File: src/rtl/ahb_rr_arbiter.sv
// rtl/ahb_rr_arbiter.sv - round-robin AHB arbiter with lock, park master and optional tenure limit (AHB_ARB_TENURE_LIMIT_EN)
module ahb_rr_arbiter #(
    parameter int NMASTERS    = 4,
    parameter int MAX_TENURE  = 8,
    parameter int PARK_MASTER = 0
) (
    input  logic                HCLK,
    input  logic                HRESET,
    input  logic [NMASTERS-1:0] HBUSREQx,
    input  logic [NMASTERS-1:0] HLOCKx,
    input  logic                HREADY,
    output logic [NMASTERS-1:0] HGRANTx,
    output logic [3:0]          HMASTER,
    output logic                HMASTLOCK,
    output logic                tenure_expired
);

    localparam int IW = (NMASTERS > 1) ? $clog2(NMASTERS) : 1;

    localparam logic [0:0] ST_PARK = 1'b0;
    localparam logic [0:0] ST_OWN  = 1'b1;

    localparam logic [IW-1:0]       PARK_IDX    = IW'(PARK_MASTER);
    localparam logic [NMASTERS-1:0] ONE         = {{(NMASTERS-1){1'b0}}, 1'b1};
    localparam logic [NMASTERS-1:0] PARK_GRANT  = ONE << PARK_MASTER;

    logic [NMASTERS-1:0] grant_q, grant_d;
    logic [IW-1:0]       own_q, own_d;
    logic [0:0]          state_q, state_d;
    logic [3:0]          hmaster_q, hmaster_d;
    logic                hmastlock_q, hmastlock_d;

    logic                own_req;
    logic                own_lock;
    logic                others_req;
    logic                keep_ok;
    logic [IW-1:0]       rot_idx;
    logic                expire;

    assign own_req    = HBUSREQx[own_q];
    assign own_lock   = HLOCKx[own_q];
    // grant_q is one-hot on own_q, so masking with it removes the owner
    assign others_req = |(HBUSREQx & ~grant_q);

`ifdef AHB_ARB_TENURE_LIMIT_EN
    localparam logic [7:0] MAX_T = 8'(MAX_TENURE);

    logic [7:0] cnt_q, cnt_d;
    logic [7:0] cnt_inc;
    logic       te_q;

    assign cnt_inc = (cnt_q >= MAX_T) ? MAX_T : cnt_q + 8'd1;
    // An unlocked owner may stay past its tenure only if nobody else is waiting
    assign keep_ok = (cnt_q < MAX_T) || !others_req;
`else
    // Parameter kept so both builds share one instantiation signature
    logic [7:0] unused_max_tenure;
    assign unused_max_tenure = 8'(MAX_TENURE);
    assign keep_ok = 1'b1;
`endif

    // First requester after the owner in rotation order; the owner itself is never a candidate
    always_comb begin
        rot_idx = own_q;
        for (int d = NMASTERS - 1; d >= 1; d--) begin
            int j;
            j = int'(own_q) + d;
            if (j >= NMASTERS) j = j - NMASTERS;
            if (HBUSREQx[IW'(j)]) rot_idx = IW'(j);
        end
    end

    // Ownership decision; only takes effect on an HREADY-high edge
    always_comb begin
        grant_d     = grant_q;
        own_d       = own_q;
        state_d     = state_q;
        hmaster_d   = hmaster_q;
        hmastlock_d = hmastlock_q;
        expire      = 1'b0;
`ifdef AHB_ARB_TENURE_LIMIT_EN
        cnt_d       = cnt_q;
`endif
        if (HREADY) begin
            hmaster_d   = 4'(own_q);
            hmastlock_d = own_lock;
            if (own_req && (own_lock || keep_ok)) begin
                state_d = ST_OWN;
`ifdef AHB_ARB_TENURE_LIMIT_EN
                cnt_d   = cnt_inc;
`endif
            end else if (others_req) begin
                own_d   = rot_idx;
                grant_d = ONE << rot_idx;
                state_d = ST_OWN;
                expire  = own_req;
`ifdef AHB_ARB_TENURE_LIMIT_EN
                cnt_d   = 8'd0;
`endif
            end else begin
                own_d   = PARK_IDX;
                grant_d = PARK_GRANT;
                state_d = ST_PARK;
`ifdef AHB_ARB_TENURE_LIMIT_EN
                cnt_d   = 8'd0;
`endif
            end
        end
    end

    // Arbitration state; everything freezes while HREADY is low
    always_ff @(posedge HCLK or posedge HRESET) begin
        if (HRESET) begin
            grant_q     <= PARK_GRANT;
            own_q       <= PARK_IDX;
            state_q     <= ST_PARK;
            hmaster_q   <= 4'(PARK_MASTER);
            hmastlock_q <= 1'b0;
        end else begin
            grant_q     <= grant_d;
            own_q       <= own_d;
            state_q     <= state_d;
            hmaster_q   <= hmaster_d;
            hmastlock_q <= hmastlock_d;
        end
    end

`ifdef AHB_ARB_TENURE_LIMIT_EN
    // Tenure counter and the one-cycle preemption pulse
    always_ff @(posedge HCLK or posedge HRESET) begin
        if (HRESET) begin
            cnt_q <= 8'd0;
            te_q  <= 1'b0;
        end else begin
            cnt_q <= cnt_d;
            te_q  <= expire;
        end
    end

    assign tenure_expired = te_q;
`else
    logic unused_expire;
    assign unused_expire  = expire;
    assign tenure_expired = 1'b0;
`endif

    assign HGRANTx   = grant_q;
    assign HMASTER   = hmaster_q;
    assign HMASTLOCK = hmastlock_q;

endmodule
File: config.mk
export PLATFORM = sky130hd
export DESIGN_NAME = ahb_rr_arbiter
export DESIGN_NICKNAME = d
export VERILOG_FILES = /design/src/rtl/ahb_rr_arbiter.sv
export SDC_FILE = /design/constraint.sdc
export NUM_CORES = 1
export LEC_CHECK = 0
export BUFFER_PORTS_ARGS = -buffer_cell sky130_fd_sc_hd__clkbuf_2
export CAP_MARGIN = 10
export CORE_AREA = 2 2 39 41
export DETAILED_ROUTE_END_ITERATION = 12
export DIE_AREA = 0 0 41 43
export PLACE_DENSITY = 0.72
export SLEW_MARGIN = 10
export SYNTH_ARGS = -nofsm -noshare
export SYNTH_HDL_FRONTEND = slang
export SYNTH_SLANG_ARGS = --single-unit
File: constraint.sdc
create_clock -name HCLK -period 1.95 [get_ports HCLK]
set_input_delay 0.195 -clock HCLK [delete_from_list [all_inputs] [get_ports HCLK]]
set_output_delay 0.195 -clock HCLK [all_outputs]
set_load 0.1 [all_outputs]
# After elaboration in Yosys (flattened, before gate mapping)
# Cells that the tools add are included.
# op_classes
n_shift	1
eq_ne	0
mux	21
add_sub_neg	6
n_bitwise	3
reduce_logical	2
order_cmp	7
multipliers	0
div_mod_pow	0
# ops
operator	count
2-bit 2-to-1 mux	7
2-bit by 4-bit less-than comparator with 1-bit output, second input constant	3
1-bit binary-select mux with 2-bit select	5
3-bit >= comparator, second input constant	3
1-bit 2-to-1 mux	8
2-bit by 2-bit adder with 3-bit output, second input constant	2
2-bit by 1-bit subtractor with 2-bit output, second input constant	3
4-bit bitwise AND	1
4-bit 2-to-1 mux	1
4-bit NOT	1
4-bit OR reduction	1
1-bit by 2-bit left shift with 4-bit output, first input constant	1
2-bit by 1-bit adder with 3-bit output, second input constant	1
2-bit by 3-bit less-than comparator with 1-bit output, second input constant	1
2-bit AND reduction	1
1-bit NOT	1
# totals
wordCells	44
inputBits	11
mem_bits_rw	0
output_inout_bits	10
ff_bits	9
latch_bits	0
mem_bits_ro	0
n_memories	0

# Longest topological paths before layout
# Gate-level depths: netlist of run 1.
# logic_depth
ltp_word	11
ltp_mapped	6
depth_no_buf	5

# Worst setup path before layout of run 1
# Ideal clock, no wire load.
# synth_path
path_kind	flip-flop to flip-flop
start	register grant_q[1], in the netlist HGRANTx[1]
end	register grant_q[2], in the netlist HGRANTx[2]
setup_time_ns	0.122
n_path_buf	0
required_ns	1.828
stages_incl_launch_ff	6
period_less_slack_ns	1.848
arrival_ns	1.726
setup_slack_ns	0.102
path_cell_list	dfrtp_1 > inv_1 > a22oi_1 > a31oi_4 > nor2b_4 > a22o_1
# synth_between
elab_chain_len	4
# synth_rtl
item	line_no	source
from (decl)	27	logic [NMASTERS-1:0] grant_q, grant_d;
from (signal assigned)	120	grant_q <= grant_d;
4-bit NOT	43	assign others_req = |(HBUSREQx & ~grant_q);
4-bit bitwise AND	43	
4-bit OR reduction	43	
4-bit 2-to-1 mux	92	end else if (others_req) begin
# Every way passes these cells.
# A chain may end at the register's enable or synchronous reset.

# Final worst setup path of run 1
# layout_path
start	register own_q[0]
end	register grant_q[2], in the netlist HGRANTx[2]
# layout_between
elab_chain_len	11
word_cells_on_any_way	30
cone_classes	add/sub (6); order compare (3); shift (1); mux (18); bitwise (1); reduce/logical (1)
# layout_rtl
item	line_no	source
from (decl)	28	logic [IW-1:0] own_q, own_d;
from (signal assigned)	121	own_q <= own_d;
2-bit by 2-bit adder with 3-bit output	67	j = int'(own_q) + d;
3-bit >= comparator / 2-bit by 1-bit subtractor with 2-bit output (equally long branches)	68	if (j >= NMASTERS) j = j - NMASTERS;
2-bit 2-to-1 mux	68	
1-bit binary-select mux with 2-bit select	69	if (HBUSREQx[IW'(j)]) rot_idx = IW'(j);
1-bit 2-to-1 mux (implied by the code) (2 in a row)	69	
2-bit 2-to-1 mux (3 in a row)	69	
1-bit by 2-bit left shift with 4-bit output	94	grant_d = ONE << rot_idx;
4-bit 2-to-1 mux	92	
# Several ways; a longest one is shown, not always the timed one. The select of a mux whose other input is x is not followed.

==> impl_metrics.json, run 1 <==
{
  "yosys.area.top_type_share": 0.343,
  "arrival_ns": 1.74,
  "ctsHoldBuffers": 1,
  "layout-drive-gt1-share": 0.382,
  "final-max-slew-violation-count": 0,
  "grt_antenna_before_repair": 0,
  "synthToLayoutAreaGrowth_pct": 18.9,
  "post_cts_resized": 0,
  "clock_tree.buffer_depth": 2,
  "drt_wl_total_mm": 1.11,
  "endpoint_kind": "register",
  "drc_errors": 0,
  "number_of_global_route_vias_before_repair": 424,
  "global_route.usage.total": 0.146,
  "cts.root.buffer_cell": "clkbuf_4",
  "area_used_by_sequential_logic_in_the_layout_um2": 226,
  "fillers": 129,
  "grt_max_degree": 10,
  "clk-insertion-delay-late_ns": 0.26,
  "clk_pin_slew_ns": 0.06,
  "yosys.cell_types.count": 28,
  "hold_path_class": "input pin to register",
  "mappedNetlistArea_um2": 583,
  "port_buffer_count": 17,
  "detail_route.iter0.violations": 2,
  "final.setup_skew_ns": 0.00965,
  "multi_input_combinational_cell_area_um2": 307,
  "hold_depth": 2,
  "routed_wirelength_normalized_by_instance_count_um": 12.1,
  "number_of_sinks_on_the_clock_net": 9,
  "top_level_port_count": 21,
  "reg_to_reg_critical_path_endpoint": "HGRANTx[2]$_DFFE_PP0P_",
  "critical_path_required_ns": 2.15,
  "timing.reg2reg.setup_slack_ns": 0.41,
  "startpoint_type": "register",
  "cts_inserted_buffers": 3,
  "cp-endpoint": "HGRANTx[2]$_DFFE_PP0P_",
  "tritoncts": "done",
  "synth_common_cells": "dfrtp_1 (8), nand2_1 (6), inv_1 (5), nand2b_1 (5)",
  "synth_most_common_cell": "dfrtp_1",
  "cap_viol_max_count": 0,
  "worst_setup_path_startpoint": "own_q[0]$_DFFE_PP0P_",
  "post-dp-hpwl_um": 909,
  "rr_worst_depth": 5,
  "die-width_um": 41,
  "yosysWarnings": 0,
  "setup-violations-final": 0,
  "syn_avg_cell_area_um2": 10.2,
  "crit-reg2reg-launch": "own_q[0]$_DFFE_PP0P_",
  "die_height_um": 43,
  "final_min_period_over_clock_period": 0.790,
  "cell_type_contributing_the_most_total_cell_area_after_synthesis": "dfrtp_1",
  "final_nets": 88,
  "global_route_wire_length_before_repair_mm": 1.75,
  "totalNegativeSetupSlack_ns": 0,
  "unrepaired_setup_endpoints_after_global_routing": "no",
  "num_rows": 14,
  "diodes": 0,
  "yosys-top-cells-area": "dfrtp_1 (34%), mux2_2 (5.8%), nand2b_1 (5.4%)",
  "number_of_nets_with_antenna_violations_after_detailed_routing": 0,
  "path_type_of_the_worst_setup_path": "register to register",
  "async_sr_flop_fraction": 1.00,
  "first_pass_detailed_route_iteration_total": 4,
  "via_count": 461,
  "synth-edff-count": 0,
  "post_cts_buffers": 0,
  "max_slew_margin": 0.640,
  "synthCells": 57,
  "initial_core_util": 0.421,
  "fmax_mhz": 649,
  "outcome": "complete, no violations",
  "globalRouteOverflowTotal": 0,
  "synth.ff_latch_count": 9,
  "synth_flop_cell": "dfrtp_1",
  "fin_crit_ns": 1.54,
  "final-hold-violation-count": 0,
  "number_of_h_tree_levels": 1,
  "fp.coreArea_mm2": 0.00138,
  "tightest_pin_transition_ns": 0.542,
  "via_per_inst": 5.01,
  "routabilityCongestion": 0.728,
  "sequential_fraction_of_the_synthesis_area": 0.388,
  "path_max_fanout": 8,
  "floorplan.die_area_mm2": 0.00176
}
## cell usage in the layout (no fill, tap or decap), drive strengths merged
master / netlist / routed
conb: 1 / 3
nor2b: 3 / 3
a31oi: 1 / 1
a21o: 1 / 1
a211o: 1 / 1
nor2: 1 / 1
nand3: 1 / 1
clkbuf: 0 / 21
and2: 1 / 1
a21oi: 2 / 2
nand2: 6 / 6
o21ai: 3 / 3
nand2b: 5 / 5
inv: 5 / 5
a22oi: 3 / 3
nor3b: 1 / 1
mux2: 3 / 3
mux2i: 2 / 2
a22o: 1 / 1
dlygate4sd3: 0 / 1
dfstp: 1 / 1
dfrtp: 8 / 8
mux4: 1 / 1
nor3: 1 / 1
## worst max-delay path, stage by stage, from the launching register on
cell and delay (ns):
dfrtp_1 0.51, mux2i_2 0.34, a22oi_4 0.16, a31oi_4 0.19
nor2b_4 0.17, a22o_1 0.12
## worst min path at each step
| stage | from | end |
|---|---|---|
| floorplan | HRESET | HGRANTx[1]$_DFFE_PP0P_ |
| global placement | HRESET | HMASTER[1]$_DFFE_PP0P_ |
| detailed placement | HRESET | HMASTER[1]$_DFFE_PP0P_ |
| CTS | HREADY | HMASTER[0]$_DFFE_PP0P_ |
| global route | HREADY | HMASTER[0]$_DFFE_PP0P_ |
| finish | HREADY | HMASTLOCK$_DFFE_PP0P_ |
## logic make-up after synthesis
logic type,after synthesis,synth area share
AND/OR/NAND/NOR,19,0.185
AO/OA/AOI/OAI,12,0.185
buffers and inverters,10,0.0987
flip-flops,9,0.388
multiplexers,6,0.137
other,1,0.00643
## registers in the layout, summed over array words and instances (netlist names)
register and count:
HMASTLOCK 1, own_q 2, HMASTER 2, HGRANTx 4
## routing by layer
layer	global-route usage	part of all wire	vias to the layer above
met5	0	0	-
met1	0.197	0.47	221
met2	0.219	0.49	11
li1	-	-	227
met3	0.0314	0.032	2
met4	0.0600	0.0036	0
## cell type report
class                   count  share of cell area
well taps                  16              0.0289
clock buffers               4              0.0379
inverters                   5              0.0271
flip-flops and latches      9               0.327
repair buffers             18               0.137
multi-input cells          40               0.442
## stage by stage
step	area, µm²	hold slack [ns]	setup WS (ns)	instances	util
6_report	693	0.260	0.409	92	0.501
3_3_place_gp	657	0.153	0.441	87	0.475
3_5_place_dp	657	0.157	0.413	87	0.475
2_1_floorplan	591	0.0222	0.102	59	-
4_1_cts	693	0.256	0.398	92	0.501
5_1_grt	693	0.260	0.302	92	0.501
Power of run 1 is left out: the tool's default activity adds up to more than one toggle a clock period on the data nets, which glitch-free logic cannot reach.
==> run 2, diff against run 1 <==
--- a/config.mk
+++ b/config.mk
@@ -7,9 +7,9 @@
 export LEC_CHECK = 0
 export BUFFER_PORTS_ARGS = -buffer_cell sky130_fd_sc_hd__clkbuf_2
 export CAP_MARGIN = 10
-export CORE_AREA = 2 2 39 41
+export CORE_MARGIN = 1
+export CORE_UTILIZATION = 42
 export DETAILED_ROUTE_END_ITERATION = 12
-export DIE_AREA = 0 0 41 43
 export PLACE_DENSITY = 0.72
 export SLEW_MARGIN = 10
 export SYNTH_ARGS = -nofsm -noshare
==> constraint.sdc (replaced) <==
create_clock -name HCLK -period 1.3 [get_ports HCLK]
set_input_delay 0.13 -clock HCLK [delete_from_list [all_inputs] [get_ports HCLK]]
set_output_delay 0.13 -clock HCLK [all_outputs]
set_load 0.1 [all_outputs]
==> impl_metrics.json, run 2 (synthesized netlist as in run 1, its figures left out) <==
{
  "number_of_sinks_on_the_clock_net": 9,
  "endpoint_kind": "register",
  "clock_tree.buffer_depth": 2,
  "layout-drive-gt1-share": 0.553,
  "path_max_fanout": 8,
  "rr_worst_depth": 5,
  "startpoint_type": "register",
  "unrepaired_setup_endpoints_after_global_routing": "yes",
  "cts.root.buffer_cell": "clkbuf_4",
  "outcome": "finished with violations",
  "grt_antenna_before_repair": 0,
  "num_rows": 13,
  "first_pass_detailed_route_iteration_total": 2,
  "fmax_mhz": 687,
  "fp.coreArea_mm2": 0.00130,
  "routed_wirelength_normalized_by_instance_count_um": 12.1,
  "clk-insertion-delay-late_ns": 0.26,
  "detail_route.iter0.violations": 2,
  "synthToLayoutAreaGrowth_pct": 42.1,
  "number_of_h_tree_levels": 1,
  "cap_viol_max_count": 0,
  "post-place-ws_ns": -0.218,
  "initial_core_util": 0.448,
  "hold_path_class": "input pin to register",
  "critical_path_required_ns": 1.50,
  "drt_wl_total_mm": 1.21,
  "grt_max_degree": 10,
  "floorplan.die_area_mm2": 0.00154,
  "clk_pin_slew_ns": 0.06,
  "final_common_cell": "buf_4",
  "layout_common_cells": "buf_4 (14), clkbuf_2 (10), nand2_1 (6)",
  "fin_ws_ns": -0.156,
  "global_route.usage.total": 0.191,
  "via_per_inst": 4.91,
  "setup-violations-final": 7,
  "final_cell_area_um2": 828,
  "die-width_um": 39.3,
  "detailed_place.area_um2": 758,
  "final_nets": 97,
  "number_of_global_route_vias_before_repair": 471,
  "post-dp-hpwl_um": 943,
  "drc_errors": 0,
  "arrival_ns": 1.66,
  "failing_checks": "setup timing",
  "hold_depth": 2,
  "via_count": 491,
  "fin_crit_ns": 1.46,
  "number_of_flip_flops_under_the_largest_register_name": 4,
  "final-hold-violation-count": 0,
  "number_of_nets_with_antenna_violations_after_detailed_routing": 0,
  "final-max-slew-violation-count": 0,
  "diodes": 0,
  "cts_inserted_buffers": 3,
  "path_type_of_the_worst_setup_path": "register to register",
  "final.setup_skew_ns": 0.00531,
  "port_buffer_count": 17,
  "die_height_um": 39.3,
  "global_route_wire_length_before_repair_mm": 1.96,
  "tritoncts": "done",
  "globalRouteOverflowTotal": 0,
  "top_level_port_count": 21,
  "routabilityCongestion": 0.809,
  "post-route-util": 0.637,
  "final_min_period_over_clock_period": 1.12
}
-- run 2: cell types whose count changed in the layout (fill, tap and decap cells not counted), moves of 4 or more --
cell / delta
dfrtp_1: -4
clkbuf_2: -7
buf_4: +14
dfrtp_2: +4
-- run 2: worst paths after layout --
path | endpoint | start | slack (ns)
min in group asynchronous | HMASTER[1]$_DFFE_PP0P_ | HRESET | 0.35
max | HGRANTx[2]$_DFFE_PP0P_ | own_q[0]$_DFFE_PP0P_ | -0.16
max in group asynchronous | HGRANTx[0]$_DFFE_PP1P_ | HRESET | 0.65
max reg2reg | HGRANTx[2]$_DFFE_PP0P_ | own_q[0]$_DFFE_PP0P_ | -0.16
min | HMASTER[1]$_DFFE_PP0P_ | HREADY | 0.19
min reg2reg | HGRANTx[3]$_DFFE_PP0P_ | HGRANTx[3]$_DFFE_PP0P_ | 0.51
-- run 2: stage by stage --
stage	TNS (ns)	hold WS, ns	std cells
after global placement	-0.744	0.0860	94
after detailed placement	-1.14	0.0939	94
final	-0.713	0.195	100
after CTS	-0.679	0.179	99
after global routing	-1.14	0.218	100
after floorplan	-0.762	-0.0430	59
-- run 2: area by class of cell --
| type | count | area, µm² |
|---|---|---|
| multi-input cells | 40 | 332 |
| inverters | 5 | 18.8 |
| repair buffers | 27 | 196 |
| flip-flops and latches | 9 | 235 |
| fillers | 112 | 473 |
| clock inverters | 1 | 5.00 |
| clock buffers | 3 | 22.5 |
| well taps | 15 | 18.8 |
-- run 2: repair_timing --
action                                 in CTS  in global routing
pin swaps                                   1                  2
hold buffers                                1                  0
endpoints found under the hold margin       8                  0
setup endpoints to repair                   7                  8
buffers inserted                            0                  1
gates resized for setup                     4                  2
-- run 2: worst max-delay path, stage by stage (launching register included) --
cell and delay, ns:
dfrtp_2 0.48, mux2i_4 0.30, a22oi_4 0.11, a31oi_4 0.19, nor2b_4 0.18, a22o_1 0.13
-- run 2: layer usage --
layer | vias up | wire length, µm | GRT usage
met3 | 2 | 43 | 0.0170
met5 | - | 0 | 0
met1 | 234 | 605 | 0.278
met2 | 9 | 556 | 0.275
li1 | 246 | - | -
met4 | 0 | 6 | 0.103
Power of run 2 is left out for the same reason.
==> run 3, diff against run 2 <==
--- a/config.mk
+++ b/config.mk
@@ -7,10 +7,12 @@
 export LEC_CHECK = 0
 export BUFFER_PORTS_ARGS = -buffer_cell sky130_fd_sc_hd__clkbuf_2
 export CAP_MARGIN = 10
+export CELL_PAD_IN_SITES_DETAIL_PLACEMENT = 0
+export CELL_PAD_IN_SITES_GLOBAL_PLACEMENT = 1
 export CORE_MARGIN = 1
-export CORE_UTILIZATION = 42
+export CORE_UTILIZATION = 31
 export DETAILED_ROUTE_END_ITERATION = 12
-export PLACE_DENSITY = 0.72
+export PLACE_DENSITY_LB_ADDON = 0.1
 export SLEW_MARGIN = 10
 export SYNTH_ARGS = -nofsm -noshare
 export SYNTH_HDL_FRONTEND = slang
==> impl_metrics.json, run 3 (synthesized netlist as in run 1, its figures left out) <==
{
  "final_min_period_over_clock_period": 1.10,
  "cts_inserted_buffers": 3,
  "grt_max_degree": 10,
  "globalRouteOverflowTotal": 0,
  "clock_tree.buffer_depth": 2,
  "critical_path_required_ns": 1.51,
  "detail_route.iter0.violations": 7,
  "clk_pin_slew_ns": 0.06,
  "dp.cells": 107,
  "fp.coreArea_mm2": 0.00175,
  "synthToLayoutAreaGrowth_pct": 51.5,
  "startpoint_type": "register",
  "fin_ws_ns": -0.133,
  "routed_wirelength_normalized_by_instance_count_um": 11.7,
  "finalNonFillerCells": 114,
  "crit-reg2reg-launch": "own_q[0]$_DFFE_PP0P_",
  "fin_crit_ns": 1.43,
  "drt_wl_total_mm": 1.33,
  "final_nets": 101,
  "number_of_h_tree_levels": 1,
  "outcome": "finished with violations",
  "number_of_nets_with_antenna_violations_after_detailed_routing": 0,
  "cp_slowest_cell": "dfrtp_2",
  "path_type_of_the_worst_setup_path": "register to register",
  "layout-drive-gt1-share": 0.596,
  "multi_input_combinational_cell_area_um2": 345,
  "layout_common_cells": "buf_4 (18), clkbuf_2 (10), nand2b_1 (5), nand2_1 (5)",
  "diodes": 0,
  "die_height_um": 45.4,
  "number_of_sinks_on_the_clock_net": 9,
  "number_of_global_route_vias_before_repair": 492,
  "critical_path.cell_chain": "mux2i_4 -> a22oi_4 -> a31oi_4 -> nor2b_4 -> a22o_1",
  "endpoint_kind": "register",
  "post-place-ws_ns": -0.216,
  "hold_path.startpoint": "HREADY",
  "fmax_mhz": 698,
  "grt_antenna_before_repair": 0,
  "cts.root.buffer_cell": "clkbuf_4",
  "final-max-slew-violation-count": 0,
  "drc_errors": 0,
  "failing_checks": "setup timing",
  "final.setup_skew_ns": 0.00388,
  "clk-insertion-delay-late_ns": 0.27,
  "routabilityCongestion": 0.747,
  "num_rows": 15,
  "via_per_inst": 4.48,
  "worst_setup_path_startpoint": "own_q[0]$_DFFE_PP0P_",
  "unrepaired_setup_endpoints_after_global_routing": "yes",
  "cap_viol_max_count": 0,
  "setup-violations-final": 7,
  "cp_slowest_stage_delay_ns": 0.48,
  "path_max_fanout": 7,
  "hold_ws_ns": 0.179,
  "totalNegativeSetupSlack_ns": -0.565,
  "die-width_um": 45.4,
  "floorplan.die_area_mm2": 0.00206,
  "global_route.usage.total": 0.164,
  "arrival_ns": 1.64,
  "global_route_wire_length_before_repair_mm": 2.28,
  "port_buffer_count": 17,
  "top_level_port_count": 21,
  "fillers": 182,
  "final_common_cell": "buf_4",
  "post-dp-hpwl_um": 996,
  "number_of_flip_flops_under_the_largest_register_name": 4,
  "area_used_by_sequential_logic_in_the_layout_um2": 235,
  "via_count": 511,
  "initial_core_util": 0.334,
  "hold_path_class": "input pin to register",
  "final-hold-violation-count": 0,
  "first_pass_detailed_route_iteration_total": 3,
  "tritoncts": "done"
}
## run 3: final timing paths
check                                              end  slack [ns]  cells after the start
worst max register to register  HGRANTx[2]$_DFFE_PP0P_       -0.13                      5
worst max-delay path            HGRANTx[2]$_DFFE_PP0P_       -0.13                      5
worst min register to register  HMASTER[0]$_DFFE_PP0P_        0.51                      1
worst min-delay path            HMASTER[0]$_DFFE_PP0P_        0.18                      2
max in group asynchronous       HGRANTx[0]$_DFFE_PP1P_        0.66                      3
min in group asynchronous       HGRANTx[2]$_DFFE_PP0P_        0.35                      3
## run 3: final cells by class
cell class | count | area share
Clock buffer | 4 | 0.0297
Tap cell | 25 | 0.0354
Timing Repair Buffer | 31 | 0.256
Multi-Input combinational cell | 40 | 0.391
Inverter | 5 | 0.0212
Sequential cell | 9 | 0.266
## run 3: worst max-delay path, delay by kind of cell, from the launching register on
family / cells / cell delay, ns
AO/OA/AOI/OAI: 3 / 0.42
flip-flops: 1 / 0.48
AND/OR/NAND/NOR: 1 / 0.18
multiplexers: 1 / 0.30
## run 3: what timing repair did
action                                  CTS  global route
pin swaps                                 1             3
buffers inserted                          2             0
endpoints found under the hold margin     8             0
endpoints found under the setup margin    7             8
gates resized for setup                   4             5
hold buffers                              1             0
## run 3: per-stage QoR
stage               cell area [µm²]  utilization
CTS                             862        0.494
global route                    883        0.506
detailed placement              793        0.454
floorplan                       603            -
global placement                793        0.454
finish                          883        0.506
## run 3: per-layer routing
metal	track usage	routed length [µm]	vias up	part of all wire
met5	0	0	-	0
met4	0.127	46	0	0.035
met3	0.0119	36	5	0.027
met2	0.223	614	11	0.46
met1	0.239	632	240	0.48
li1	-	-	255	-
Power of run 3 is left out for the same reason.
